File: src/rtl/axi_ar_arbiter.sv
// Two-master AXI read-address arbiter with round-robin grant, burst-long hold
// and beat counting against ARLEN to flag burst-length mismatches.
module axi_ar_arbiter #(
  parameter int ADDR_W = 32,
  parameter int DATA_W = 32,
  parameter int ID_W   = 4,
  parameter int LEN_W  = 4
) (
  input  logic              ACLK,
  input  logic              ARESETn,
  input  logic [ID_W-1:0]   ARID_M0,
  input  logic [ADDR_W-1:0] ARADDR_M0,
  input  logic [LEN_W-1:0]  ARLEN_M0,
  input  logic [2:0]        ARSIZE_M0,
  input  logic [1:0]        ARBURST_M0,
  input  logic              ARVALID_M0,
  output logic              ARREADY_M0,
  input  logic [ID_W-1:0]   ARID_M1,
  input  logic [ADDR_W-1:0] ARADDR_M1,
  input  logic [LEN_W-1:0]  ARLEN_M1,
  input  logic [2:0]        ARSIZE_M1,
  input  logic [1:0]        ARBURST_M1,
  input  logic              ARVALID_M1,
  output logic              ARREADY_M1,
  output logic [ID_W-1:0]   ARID_S,
  output logic [ADDR_W-1:0] ARADDR_S,
  output logic [LEN_W-1:0]  ARLEN_S,
  output logic [2:0]        ARSIZE_S,
  output logic [1:0]        ARBURST_S,
  output logic              ARVALID_S,
  input  logic              ARREADY_S,
  input  logic [ID_W-1:0]   RID_S,
  input  logic [DATA_W-1:0] RDATA_S,
  input  logic [1:0]        RRESP_S,
  input  logic              RLAST_S,
  input  logic              RVALID_S,
  output logic              RREADY_S,
  output logic [ID_W-1:0]   RID_M0,
  output logic [DATA_W-1:0] RDATA_M0,
  output logic [1:0]        RRESP_M0,
  output logic              RLAST_M0,
  output logic              RVALID_M0,
  input  logic              RREADY_M0,
  output logic [ID_W-1:0]   RID_M1,
  output logic [DATA_W-1:0] RDATA_M1,
  output logic [1:0]        RRESP_M1,
  output logic              RLAST_M1,
  output logic              RVALID_M1,
  input  logic              RREADY_M1,
  output logic              len_err
);

  typedef enum logic [1:0] {
    IDLE = 2'd0,
    ADDR = 2'd1,
    DATA = 2'd2
  } state_t;

  state_t             state_q, state_d;
  logic               grant_q, grant_d;
  logic               last_grant_q, last_grant_d;
  logic [LEN_W-1:0]   len_q, len_d;
  logic [LEN_W:0]     beat_cnt_q, beat_cnt_d;
  logic               len_err_q, len_err_d;

  logic               sel_arvalid;
  logic [ID_W-1:0]    sel_arid;
  logic [ADDR_W-1:0]  sel_araddr;
  logic [LEN_W-1:0]   sel_arlen;
  logic [2:0]         sel_arsize;
  logic [1:0]         sel_arburst;
  logic               sel_rready;
  logic               r_beat;
  logic [LEN_W+1:0]   beat_inc;
  logic [LEN_W+1:0]   len_total;

  always_comb begin
    sel_arvalid = ARVALID_M0;
    sel_arid    = ARID_M0;
    sel_araddr  = ARADDR_M0;
    sel_arlen   = ARLEN_M0;
    sel_arsize  = ARSIZE_M0;
    sel_arburst = ARBURST_M0;
    sel_rready  = RREADY_M0;
    if (grant_q) begin
      sel_arvalid = ARVALID_M1;
      sel_arid    = ARID_M1;
      sel_araddr  = ARADDR_M1;
      sel_arlen   = ARLEN_M1;
      sel_arsize  = ARSIZE_M1;
      sel_arburst = ARBURST_M1;
      sel_rready  = RREADY_M1;
    end
  end

  // Extra headroom bit so the comparison stays exact even once the counter saturates.
  assign r_beat    = (state_q == DATA) && RVALID_S && sel_rready;
  assign beat_inc  = {1'b0, beat_cnt_q} + 1'b1;
  assign len_total = {2'b00, len_q} + 1'b1;

  always_ff @(posedge ACLK or negedge ARESETn) begin
    if (!ARESETn) begin
      state_q      <= IDLE;
      grant_q      <= 1'b0;
      last_grant_q <= 1'b1;
      len_q        <= '0;
      beat_cnt_q   <= '0;
      len_err_q    <= 1'b0;
    end else begin
      state_q      <= state_d;
      grant_q      <= grant_d;
      last_grant_q <= last_grant_d;
      len_q        <= len_d;
      beat_cnt_q   <= beat_cnt_d;
      len_err_q    <= len_err_d;
    end
  end

  always_comb begin
    state_d      = state_q;
    grant_d      = grant_q;
    last_grant_d = last_grant_q;
    len_d        = len_q;
    beat_cnt_d   = beat_cnt_q;
    len_err_d    = 1'b0;
    unique case (state_q)
      IDLE: begin
        // Round-robin history only advances when both masters actually contend.
        if (ARVALID_M0 && ARVALID_M1) begin
          grant_d      = ~last_grant_q;
          last_grant_d = ~last_grant_q;
          state_d      = ADDR;
        end else if (ARVALID_M0) begin
          grant_d = 1'b0;
          state_d = ADDR;
        end else if (ARVALID_M1) begin
          grant_d = 1'b1;
          state_d = ADDR;
        end
      end
      ADDR: begin
        if (sel_arvalid && ARREADY_S) begin
          len_d      = sel_arlen;
          beat_cnt_d = '0;
          state_d    = DATA;
        end
      end
      DATA: begin
        if (r_beat) begin
          if (!(&beat_cnt_q)) begin
            beat_cnt_d = beat_cnt_q + 1'b1;
          end
          if (RLAST_S) begin
            state_d   = IDLE;
            len_err_d = (beat_inc != len_total);
          end else begin
            len_err_d = (beat_inc == len_total);
          end
        end
      end
      default: begin
        state_d = IDLE;
      end
    endcase
  end

  always_comb begin
    ARVALID_S  = 1'b0;
    ARID_S     = '0;
    ARADDR_S   = '0;
    ARLEN_S    = '0;
    ARSIZE_S   = '0;
    ARBURST_S  = '0;
    ARREADY_M0 = 1'b0;
    ARREADY_M1 = 1'b0;
    RREADY_S   = 1'b0;
    RID_M0     = '0;
    RDATA_M0   = '0;
    RRESP_M0   = '0;
    RLAST_M0   = 1'b0;
    RVALID_M0  = 1'b0;
    RID_M1     = '0;
    RDATA_M1   = '0;
    RRESP_M1   = '0;
    RLAST_M1   = 1'b0;
    RVALID_M1  = 1'b0;
    if (state_q == ADDR) begin
      ARVALID_S = sel_arvalid;
      ARID_S    = sel_arid;
      ARADDR_S  = sel_araddr;
      ARLEN_S   = sel_arlen;
      ARSIZE_S  = sel_arsize;
      ARBURST_S = sel_arburst;
      if (grant_q) ARREADY_M1 = ARREADY_S;
      else         ARREADY_M0 = ARREADY_S;
    end
    if (state_q == DATA) begin
      RREADY_S = sel_rready;
      if (grant_q) begin
        RID_M1    = RID_S;
        RDATA_M1  = RDATA_S;
        RRESP_M1  = RRESP_S;
        RLAST_M1  = RLAST_S;
        RVALID_M1 = RVALID_S;
      end else begin
        RID_M0    = RID_S;
        RDATA_M0  = RDATA_S;
        RRESP_M0  = RRESP_S;
        RLAST_M0  = RLAST_S;
        RVALID_M0 = RVALID_S;
      end
    end
  end

  assign len_err = len_err_q;

endmodule

File: config.mk
export PLATFORM = sky130hd
export DESIGN_NAME = axi_ar_arbiter
export DESIGN_NICKNAME = d
export VERILOG_FILES = /design/src/rtl/axi_ar_arbiter.sv
export SDC_FILE = /design/constraint.sdc
export NUM_CORES = 1
export LEC_CHECK = 0
export ABC_AREA = 1
export CORE_MARGIN = 5
export CORE_UTILIZATION = 24
export CTS_BUF_LIST = sky130_fd_sc_hd__clkbuf_8
export DETAILED_ROUTE_END_ITERATION = 12
export PLACE_DENSITY = 0.8
export SLEW_MARGIN = 40
export SYNTH_ARGS = -nofsm -noshare
export SYNTH_HDL_FRONTEND = slang
export SYNTH_SLANG_ARGS = --single-unit
File: constraint.sdc
create_clock -name ACLK -period 1.7 [get_ports ACLK]
set_input_delay 0.34 -clock ACLK [delete_from_list [all_inputs] [get_ports ACLK]]
set_output_delay 0.34 -clock ACLK [all_outputs]
set_load 0.02 [all_outputs]
# == After elaboration in Yosys (flattened, before gate mapping) ==
# Index checks and enable logic that the tools add are counted.
# op_classes
addsub,3
n_eq_ne,9
muxes,55
bitwise_logic,1
n_reduce_logical,13
# ops
operator,count
32-bit 2-to-1 mux,6
4-bit 2-to-1 mux,8
2-bit 2-to-1 mux,12
1-bit 2-to-1 mux,22
5-bit 2-to-1 mux,3
5-bit case mux with 2 select lines,1
"2-bit != test, second input constant",4
4-bit AND reduction,2
"5-bit by 1-bit adder with 6-bit output, second input constant",1
6-bit by 5-bit == test with 1-bit output,1
3-bit 2-to-1 mux,2
6-bit by 5-bit != test with 1-bit output,1
2-bit case mux with 3 select lines,1
2-bit AND reduction,3
"4-bit by 1-bit adder with 5-bit output, second input constant",1
"5-bit by 1-bit adder with 5-bit output, second input constant",1
5-bit AND reduction,1
1-bit logical AND,4
"4-bit != test, second input constant",1
3-bit nonzero test,1
"2-bit by 1-bit == test with 1-bit output, second input constant",1
"2-bit == test, second input constant",1
2-bit logical NOT,1
2-bit nonzero test,1
1-bit inverter,1
# totals
register_bits,14
inputBits,137
out_inout_bits,130
wordCells,87

# == Longest topological paths before layout ==
# Gate-level depths: netlist of run 1.
# logic_depth
word_depth,5
mapped_depth,10
mapped_depth_nobuf,10

# == Least setup slack after synthesis of run 1 ==
# No wires, ideal clock.
# synth_timing
path_type,register to output
start,reg state_q[1]
end,out ARADDR_S[0]
t_arrival_ps,1303
required_time_ps,1360
setup_slack_ps,57
stages_incl_launch_ff,6
path_buffers,2
cell_sequence,dfrtp_1 > nor2_1 > inv_1 > buf_2 > buf_2 > a21oi_1
# synth_between
elab_chain_cells,2
# synth_lines
element,line,source
start: declaration,59,"state_t state_q, state_d;"
start signal: assignment,110,state_q <= state_d;
2-bit by 1-bit == test with 1-bit output,187,if (state_q == ADDR) begin
32-bit 2-to-1 mux,187,
end: declaration,26,"output logic [ADDR_W-1:0] ARADDR_S,"
# No other way between the ends.

# == Worst setup path after layout of run 1 ==
# layout_timing
start,reg grant_q
end,out ARADDR_S[23]
# layout_between
elab_chain_cells,2
# layout_lines
element,line,source
start: declaration,60,"logic grant_q, grant_d;"
start signal: assignment,111,grant_q <= grant_d;
32-bit 2-to-1 mux,85,if (grant_q) begin
32-bit 2-to-1 mux,187,
# No other way between the ends.

==> results of run 1 <==
==> per-stage QoR <==
stage,setup TNS (ns),util,cells
global route,-20.39,0.714,827
floorplan,0,-,411
finish,-9.51,0.714,827
CTS,-10.40,0.610,812
detailed placement,-32.98,0.605,788
global placement,-30.79,0.605,788
==> layer usage <==
layer  track usage  share of wire
met3        0.0535          0.092
met5             0              0
met2         0.426           0.57
met1         0.212           0.32
met4        0.0575          0.018
==> worst reg2reg max path, stage by stage (launching register included) <==
cell and delay [ns]:
dfrtp_2 0.49, buf_12 0.17, buf_12 0.13, nand2_4 0.06
o21ai_4 0.06, buf_4 0.14, nand2_1 0.06, nand2_2 0.09
nand3_4 0.10, clkinv_4 0.08, nand3_1 0.09, o21ai_2 0.06
==> sequential cells by signal, summed over array words and instances, names as in the netlist <==
| signal | count |
|---|---|
| last_grant_q | 1 |
| len_q | 4 |
| beat_cnt_q | 5 |
| len_err | 1 |
| state_q | 2 |
| grant_q | 1 |
==> final cells by class <==
cell class / count / area [um2]
Timing Repair Buffer: 331 / 3310
Fill cell: 651 / 2380
Multi-Input combinational cell: 310 / 1830
Sequential cell: 14 / 354
Inverter: 63 / 249
Tap cell: 105 / 131
Clock buffer: 3 / 41.3
Clock inverter: 1 / 3.75
==> synthesized netlist by cell type, types with 2 or more instances <==
library cell  number
ha_1               3
o21ai_0           13
inv_1             60
nand3_1           11
a21oi_1           45
clkbuf_1          11
dfrtp_1           13
nand2_1          127
mux2i_1            4
nor3_1             2
buf_2             11
nand4_1            2
nor2_1            95
==> worst max path at each step <==
stage	cells past startpoint	end	slack, ns	from
global route	6	ARADDR_S[23]	-0.21	grant_q
finish	6	ARADDR_S[23]	-0.15	grant_q
global placement	6	ARVALID_S	-0.40	ARVALID_M0
CTS	6	ARVALID_S	-0.16	grant_q
detailed placement	6	ARVALID_S	-0.40	ARVALID_M0
floorplan	5	ARADDR_S[0]	0.06	state_q[1]
==> cell families after synthesis <==
family                   Yosys count  synth area share
AND/OR/NAND/NOR                  243             0.468
buffers and inverters             87             0.175
adder cells (fa/ha/maj)            3            0.0182
multiplexers                       4            0.0194
flip-flops                        14             0.170
AO/OA/AOI/OAI                     59             0.145
XOR/XNOR                           1           0.00425
==> power by group through the flow <==
stage,registers [mW],logic (mW),clock network (mW)
6_report,0.588,7.02,0.288
5_1_grt,0.612,7.46,0.305
4_1_cts,0.591,5.71,0.287
3_5_place_dp,0.569,5.21,0
3_3_place_gp,0.561,5.14,0
2_1_floorplan,0.528,2.72,0
==> timing repair <==
action | 4_1_cts | 5_1_grt
setup buffers | 16 | 13
endpoints found under the setup margin | 130 | 140
pin swaps | 5 | 24
cloned | 4 | 7
resized for setup | 644 | 204
==> metrics.csv, run 1 <==
metric,value,unit
outcome,"finished, violations left",
violations,setup timing,
fin_crit,1.85,ns
clk_latency,0.25,ns
drt-total-wl,13700,um
grt_pass1_wl,18000,um
design_area,5920,um2
final-setup-viol-count,129,
dieArea,10600,um2
cp_slowest_cell,dfrtp_2,
layout.nets,863,
r2r-start,grant_q,
power.density,1330,nW/um2
grt_use_total,0.212,
drt-pass1-iter-count,4,
pwr-share-clk,0.036,
coreArea,8300,um2
power.total,7.89,mW
critPathArrivalTime,1.51,ns
hold_class,in2async,
ios,267,
ant_nets,0,
slowest_delay,0.49,ns
intPower,3.92,mW
antenna_found_initial,0,
grt_max_degree,45,
grt-ovfl-total,0,
gp_congestion,0.835,
cts_buffers,3,
synth_edf_count,0,
worst_pin_slew,0.342,ns
crit_chain,clkinv_4 > buf_12 > clkbuf_16 > nand2_2 > a21oi_2 > buf_6,
dr.first_iter.drc_count,111,
avgRoutedWirePerCell,16.6,um
final_layout_size_suffix_gt1_frac,0.452,
tritoncts,done,
switching_share,0.504,
die_w,103,um
yosysWarnings,0,
place_hpwl,9620,um
cp_max_fo,12,
layout_commonest_cell,clkdlybuf4s50_1,
n_antenna_cell,0,
cp_num_buf_inv,4,
clk_pin_slew,0.06,ns
htreeDepth,1,
r2r_setup_slack,0.07,ns
whs,0.409,ns
cp.required,1.36,ns
worst-setup-path-type,reg2out,
synth_area,2060,um2
synth_fp_nets,551,
skew,0.00362,ns
numPortBuffers,266,
syn_to_final_growth,187,%
netlist.area_leader.share,0.231,
min_period_over_period,1.09,
die_y,103,um
avgSynthCellArea,5.02,um2
num_rows,33,
via_per_inst,4.64,
reg2reg_depth,11,
start_util,0.249,
p_seq_frac,0.075,
cts_root_buf,clkbuf_8,
worst_slack,-0.152,ns
vias,3836,
most-common-layout-cells,"clkdlybuf4s50_1 (137), buf_4 (113), nand2_1 (108)",
placed_area,5020,um2
synth_top_cell_by_area,nand2_1,
rsz0062_at_grt,yes,
peakVddDrop,1.08,mV
critical_path.endpoint_type,output pin,
ys_ff_latch,14,
syn_inst,411,
place_ws,-0.404,ns
synth_top_flop_cell,dfrtp_1,
drv_slew,0,
synthArstFlopShare,1.00,
combPwrFrac,0.889,
hold_buffers,0,
synth_area_leaders,"nand2_1 (23%), nor2_1 (17%), dfrtp_1 (16%)",
final_hold_viol_count,0,
fmax,540,MHz
synth_cell_types,27,
grt_pass1_vias,3814,
clockBufferDepth,2,
leakage,2.90,nW
worst_r2r_endpoint,beat_cnt_q[3],
yosysSeqAreaShare,0.170,
cts.sinks,14,
critPathTopFamily,buffers and inverters,
drcViolationCount,0,
slew-limit-headroom,0.770,
cp-start-kind,flop,
switching_power,3.98,mW
drv_cap,0,
(Power assumes the default switching activity.)
==> run 2: changes to the inputs <==
- CORE_AREA: default -> 5 5 101 103
- CORE_MARGIN: 5 -> default
- CORE_UTILIZATION: 24 -> default
- DIE_AREA: default -> 0 0 106 108
- PLACE_DENSITY: 0.8 -> 0.73
- clock period: 1.7 -> 1.76 ns (I/O delays scaled with it)
==> metrics.csv, run 2 (synthesis gave the netlist of run 1 again) <==
metric,value,unit,change
layout.nets,842,,-2.4%
leakage,2.78,nW,-4.3%
post-route-util,0.601,,-0.112
via_per_inst,4.51,,-2.8%
drv_slew,0,,unchanged
grt-ovfl-total,0,,unchanged
worst_pin_slew,0.339,ns,-0.00229 ns
hold_class,in2async,,
die_w,106,um,+3.2%
place_hpwl,9410,um,-2.3%
cp.required,1.41,ns,+0.05 ns
rsz0062_at_grt,yes,,
stdcell_count,812,,-1.8%
htreeDepth,1,,unchanged
critical_path.endpoint_type,output pin,,
violations,setup timing,,
fmax,555,MHz,
drcViolationCount,0,,unchanged
power.density,1310,nW/um2,-1.5%
hold_buffers,0,,unchanged
design_area,5480,um2,-7.5%
cts_buffers,3,,unchanged
vias,3662,,-4.5%
outcome,"finished, violations left",,
coreArea,9110,um2,+9.8%
grt_max_degree,49,,+8.9%
final-setup-viol-count,30,,-77%
min_period_over_period,1.02,,
numPortBuffers,266,,unchanged
num_rows,35,,+6.1%
placed_area,4980,um2,-0.85%
avgRoutedWirePerCell,15.4,um,-7.3%
cp_max_fo,6,,-6
worst_slack,-0.0413,ns,+0.111 ns
fin_crit,1.80,ns,
drv_cap,0,,unchanged
drt-pass1-iter-count,5,,+1
largest_register,beat_cnt_q,,
worst-setup-path-type,reg2out,,
ios,267,,unchanged
dr.first_iter.drc_count,122,,+9.9%
grt_pass1_wl,17100,um,-4.6%
r2r_setup_slack,0.09,ns,+0.02 ns
largest_reg_flops,5,,unchanged
gp_congestion,0.910,,+8.9%
cts.sinks,14,,unchanged
peakVddDrop,1.02,mV,-4.9%
tritoncts,done,,
final_layout_size_suffix_gt1_frac,0.388,,-0.0635
antenna_found_initial,0,,unchanged
slew-limit-headroom,0.771,,+0.00154
dieArea,11400,um2,+8.5%
n_antenna_cell,0,,unchanged
cts_root_buf,clkbuf_8,,
clk_pin_slew,0.06,ns,about the same
die_y,108,um,+5.1%
finalSetupTns,-0.267,ns,+9.24 ns
drt-total-wl,12500,um,-9.0%
start_util,0.227,,-0.0221
syn_to_final_growth,165,%,
clockBufferDepth,2,,unchanged
final_hold_viol_count,0,,unchanged
layout_commonest_cell,clkdlybuf4s50_1,,
clk_latency,0.25,ns,about the same
grt_use_total,0.181,,-0.0308
grt_pass1_vias,3558,,-6.7%
ant_nets,0,,unchanged
most-common-layout-cells,"clkdlybuf4s50_1 (137), buf_4 (122), nand2_1 (101)",,
dp.cells,790,,+0.25%
largestRegisters,"beat_cnt_q: 5 flops, len_q: 4 flops, state_q: 2 flops",,
cp-start-kind,flop,,
num-fill-cells,844,,+30%
skew,0.00387,ns,+0.000249 ns
critPathArrivalTime,1.45,ns,-0.06 ns
==> run 2: changes by cell type in the layout (fill, tap and decap cells not counted), moves of 3 or more <==
cell     change
nor2_2      -25
nand3_1      +3
nor2_1      +38
nor2_4      -13
buf_4        +9
nand2_4      +8
a21oi_1      -6
buf_2        +3
nand2_1      -7
a21oi_2      +4
buf_6       -31
==> run 2: power by group <==
part | total (mW) | internal [mW] | switching, mW
Clock | 0.277 | 0.154 | 0.122
Sequential | 0.569 | 0.435 | 0.134
Combinational | 6.35 | 2.90 | 3.44
==> run 2: through the flow <==
step	hold slack [ns]	power [mW]	setup slack, ns
after floorplan	0.0564	3.14	0.105
after global placement	0.486	5.43	-0.290
after detailed placement	0.494	5.48	-0.327
after CTS	0.424	5.69	-0.0733
after global routing	0.437	7.68	-0.123
final	0.415	7.19	-0.0413
==> run 2: cell type report <==
cell class,count,area (um2),share of cell area
Timing Repair Buffer,310,2980,0.544
Multi-Input combinational cell,310,1710,0.312
Sequential cell,14,354,0.0646
Inverter,63,249,0.0455
Tap cell,111,139,0.0254
Clock buffer,3,41.3,0.00754
Clock inverter,1,3.75,0.000685
==> run 2: worst paths after layout <==
path,cells past startpoint,end,start
max in group asynchronous,2,last_grant_q,ARESETn
max reg2reg,12,beat_cnt_q[3],grant_q
min,2,state_q[1],ARESETn
max,6,ARREADY_M1,state_q[0]
min in group ACLK,2,last_grant_q,last_grant_q
min reg2reg,2,last_grant_q,last_grant_q
==> run 2: routing by layer <==
layer	up-vias	share of wire	global-route usage	wire length, um
met1	1645	0.34	0.185	4320
met3	15	0.092	0.0555	1150
li1	1816	-	-	-
met2	186	0.55	0.362	6890
met5	-	0	0	0
met4	0	0.013	0.0342	159
==> run 2: critical path: stages (launching register included) <==
cell and delay [ns]:
dfrtp_2 0.40, inv_2 0.06, nor2_4 0.13, inv_4 0.09
clkbuf_16 0.18, nor3_4 0.20, buf_6 0.14
==> run 2: timing repair <==
action                                 in CTS  in global routing
buffers inserted                            4                  7
gates cloned                                1                  6
endpoints found under the hold margin       0                  0
setup endpoints to repair                 129                135
pin swaps                                   0                 22
gates resized for setup                   585                205
==> run 3: changes to the inputs <==
--- a/config.mk
+++ b/config.mk
@@ -8,5 +8,5 @@
 export ABC_AREA = 1
 export CORE_AREA = 5 5 101 103
-export CTS_BUF_LIST = sky130_fd_sc_hd__clkbuf_8
+export CTS_BUF_LIST = sky130_fd_sc_hd__clkbuf_4
 export DETAILED_ROUTE_END_ITERATION = 12
 export DIE_AREA = 0 0 106 108
==> constraint.sdc (replaced) <==
create_clock -name ACLK -period 1.76 [get_ports ACLK]
set_input_delay 0.176 -clock ACLK [delete_from_list [all_inputs] [get_ports ACLK]]
set_output_delay 0.176 -clock ACLK [all_outputs]
set_load 0.02 [all_outputs]
==> metrics.csv, run 3 (synthesis gave the netlist of run 1 again) <==
metric,value,unit,change
drt-pass1-iter-count,4,,-1
grt_max_degree,42,,-14%
tritoncts,done,,
critical_path.endpoint_type,output pin,,
cts.sinks,14,,unchanged
stdcell_count,789,,-2.8%
htreeDepth,1,,unchanged
via_per_inst,4.47,,-0.91%
start_util,0.227,,unchanged
largestRegisters,"beat_cnt_q: 5 flops, len_q: 4 flops, state_q: 2 flops",,
hold_class,in2async,,
worst-setup-path-type,reg2out,,
most-common-layout-cells,"clkdlybuf4s50_1 (137), nand2_1 (125), nor2_1 (93)",,
grt_pass1_vias,3560,,+0.056%
clk_latency,0.27,ns,+0.02 ns
vias,3526,,-3.7%
post-cts-setup-buffers,0,,-4
startpoint,grant_q,,
num-fill-cells,996,,+18%
ant_nets,0,,unchanged
r2r-start,beat_cnt_q[1],,
fin_crit,1.72,ns,-0.0815 ns
place_hpwl,9750,um,+3.7%
gp_congestion,0.931,,+2.4%
dr.first_iter.drc_count,141,,+16%
leakage,2.46,nW,-11%
num_rows,35,,unchanged
power.density,1150,nW/um2,-13%
grt_pass1_wl,17100,um,about the same
final_hold_viol_count,0,,unchanged
cts_root_buf,clkbuf_4,,
syn_to_final_growth,119,%,
worst_pin_slew,0.320,ns,-0.0197 ns
antenna_found_initial,0,,unchanged
ios,267,,unchanged
cts_buffers,3,,unchanged
drv_cap,0,,unchanged
layout_commonest_cell,clkdlybuf4s50_1,,
power.total,5.17,mW,-28%
peakVddDrop,0.570,mV,-44%
coreArea,9110,um2,unchanged
drt-total-wl,11300,um,-9.5%
fmax,581,MHz,+4.7%
grt-ovfl-total,0,,unchanged
rsz0062_at_grt,yes,,
avgRoutedWirePerCell,14.3,um,-6.9%
grt_use_total,0.182,,+0.000549
critPathArrivalTime,1.54,ns,+0.09 ns
final-setup-viol-count,0,,-100%
dp.cells,785,,-0.63%
cp.required,1.58,ns,+0.17 ns
outcome,"complete, no violations",,
min_period_over_period,0.977,,-0.0463
skew,0.00293,ns,-0.000937 ns
drv_slew,0,,unchanged
final_layout_size_suffix_gt1_frac,0.257,,-0.131
layout.nets,819,,-2.7%
whs,0.147,ns,-0.268 ns
drcViolationCount,0,,unchanged
largest_reg_flops,5,,unchanged
clockBufferDepth,2,,unchanged
slew-limit-headroom,0.786,,+0.0150
die_y,108,um,unchanged
die_w,106,um,unchanged
numPortBuffers,266,,unchanged
n_antenna_cell,0,,unchanged
dieArea,11400,um2,unchanged
cp_max_fo,41,,+35
clk_pin_slew,0.08,ns,+0.02 ns
cp-start-kind,flop,,
largest_register,beat_cnt_q,,
run 3: changes by cell type in the layout (fill, tap and decap cells not counted), sizes merged:
cell           change
clkinv             -1
clkdlybuf4s15     +14
buf               -63
clkbuf            +27
run 3: metal layers:
metal	routed length, um	share of wire	GRT usage	up-vias
met5	0	0	0	-
met2	6050	0.53	0.364	186
met4	276	0.024	0.0509	0
met1	4080	0.36	0.181	1551
li1	-	-	-	1771
met3	905	0.080	0.0513	18
run 3: repair_timing:
action                                 4_1_cts  5_1_grt
hold buffers                                 0        0
endpoints found under the hold margin        0        0
setup endpoints to repair                  128      127
pin swaps                                    0        2
gates cloned                                 0        0
resized for setup                          361      135
run 3: path summary, 6_finish.rpt:
| check | end | slack [ns] | depth (start not counted) |
|---|---|---|---|
| worst max-delay path | ARLEN_S[2] | 0.04 | 4 |
| min in group ACLK | last_grant_q | 0.51 | 2 |
| max in group asynchronous | len_err | 1.18 | 2 |
| worst max register to register | len_err | 0.15 | 10 |
| worst min-delay path | len_q[1] | 0.15 | 1 |
| worst min register to register | last_grant_q | 0.51 | 2 |
run 3: area by class of cell:
class,count,area (um2),share of cell area
Clock buffer,4,30.0,0.00666
Timing Repair Buffer,287,2340,0.519
Tap cell,111,139,0.0308
Inverter,63,246,0.0547
Multi-Input combinational cell,310,1400,0.310
Sequential cell,14,353,0.0782
run 3: stage by stage:
step	TNS [ns]	area [um2]	setup slack (ns)	util
3_3_place_gp	-0.748	4950	-0.0592	0.544
2_1_floorplan	0	2060	0.145	-
4_1_cts	-0.0808	5040	-0.0237	0.553
6_report	0	4510	0.0402	0.495
3_5_place_dp	-1.77	4950	-0.0636	0.544
5_1_grt	-0.333	4510	-0.0597	0.495
run 3: power by group:
group / switching (mW) / total (mW) / leakage, nW / internal, mW
sequential: 0.107 / 0.539 / 0.180 / 0.432
combinational: 2.74 / 4.43 / 2.26 / 1.69
clock: 0.102 / 0.205 / 0.0184 / 0.103
total: 2.95 / 5.17 / 2.46 / 2.22
run 3: critical path, stage by stage, from the launching register on:
cell,delay [ns]
dfrtp_2,0.45
buf_12,0.23
mux2i_4,0.27
nor2_1,0.06
clkdlybuf4s15_2,0.25
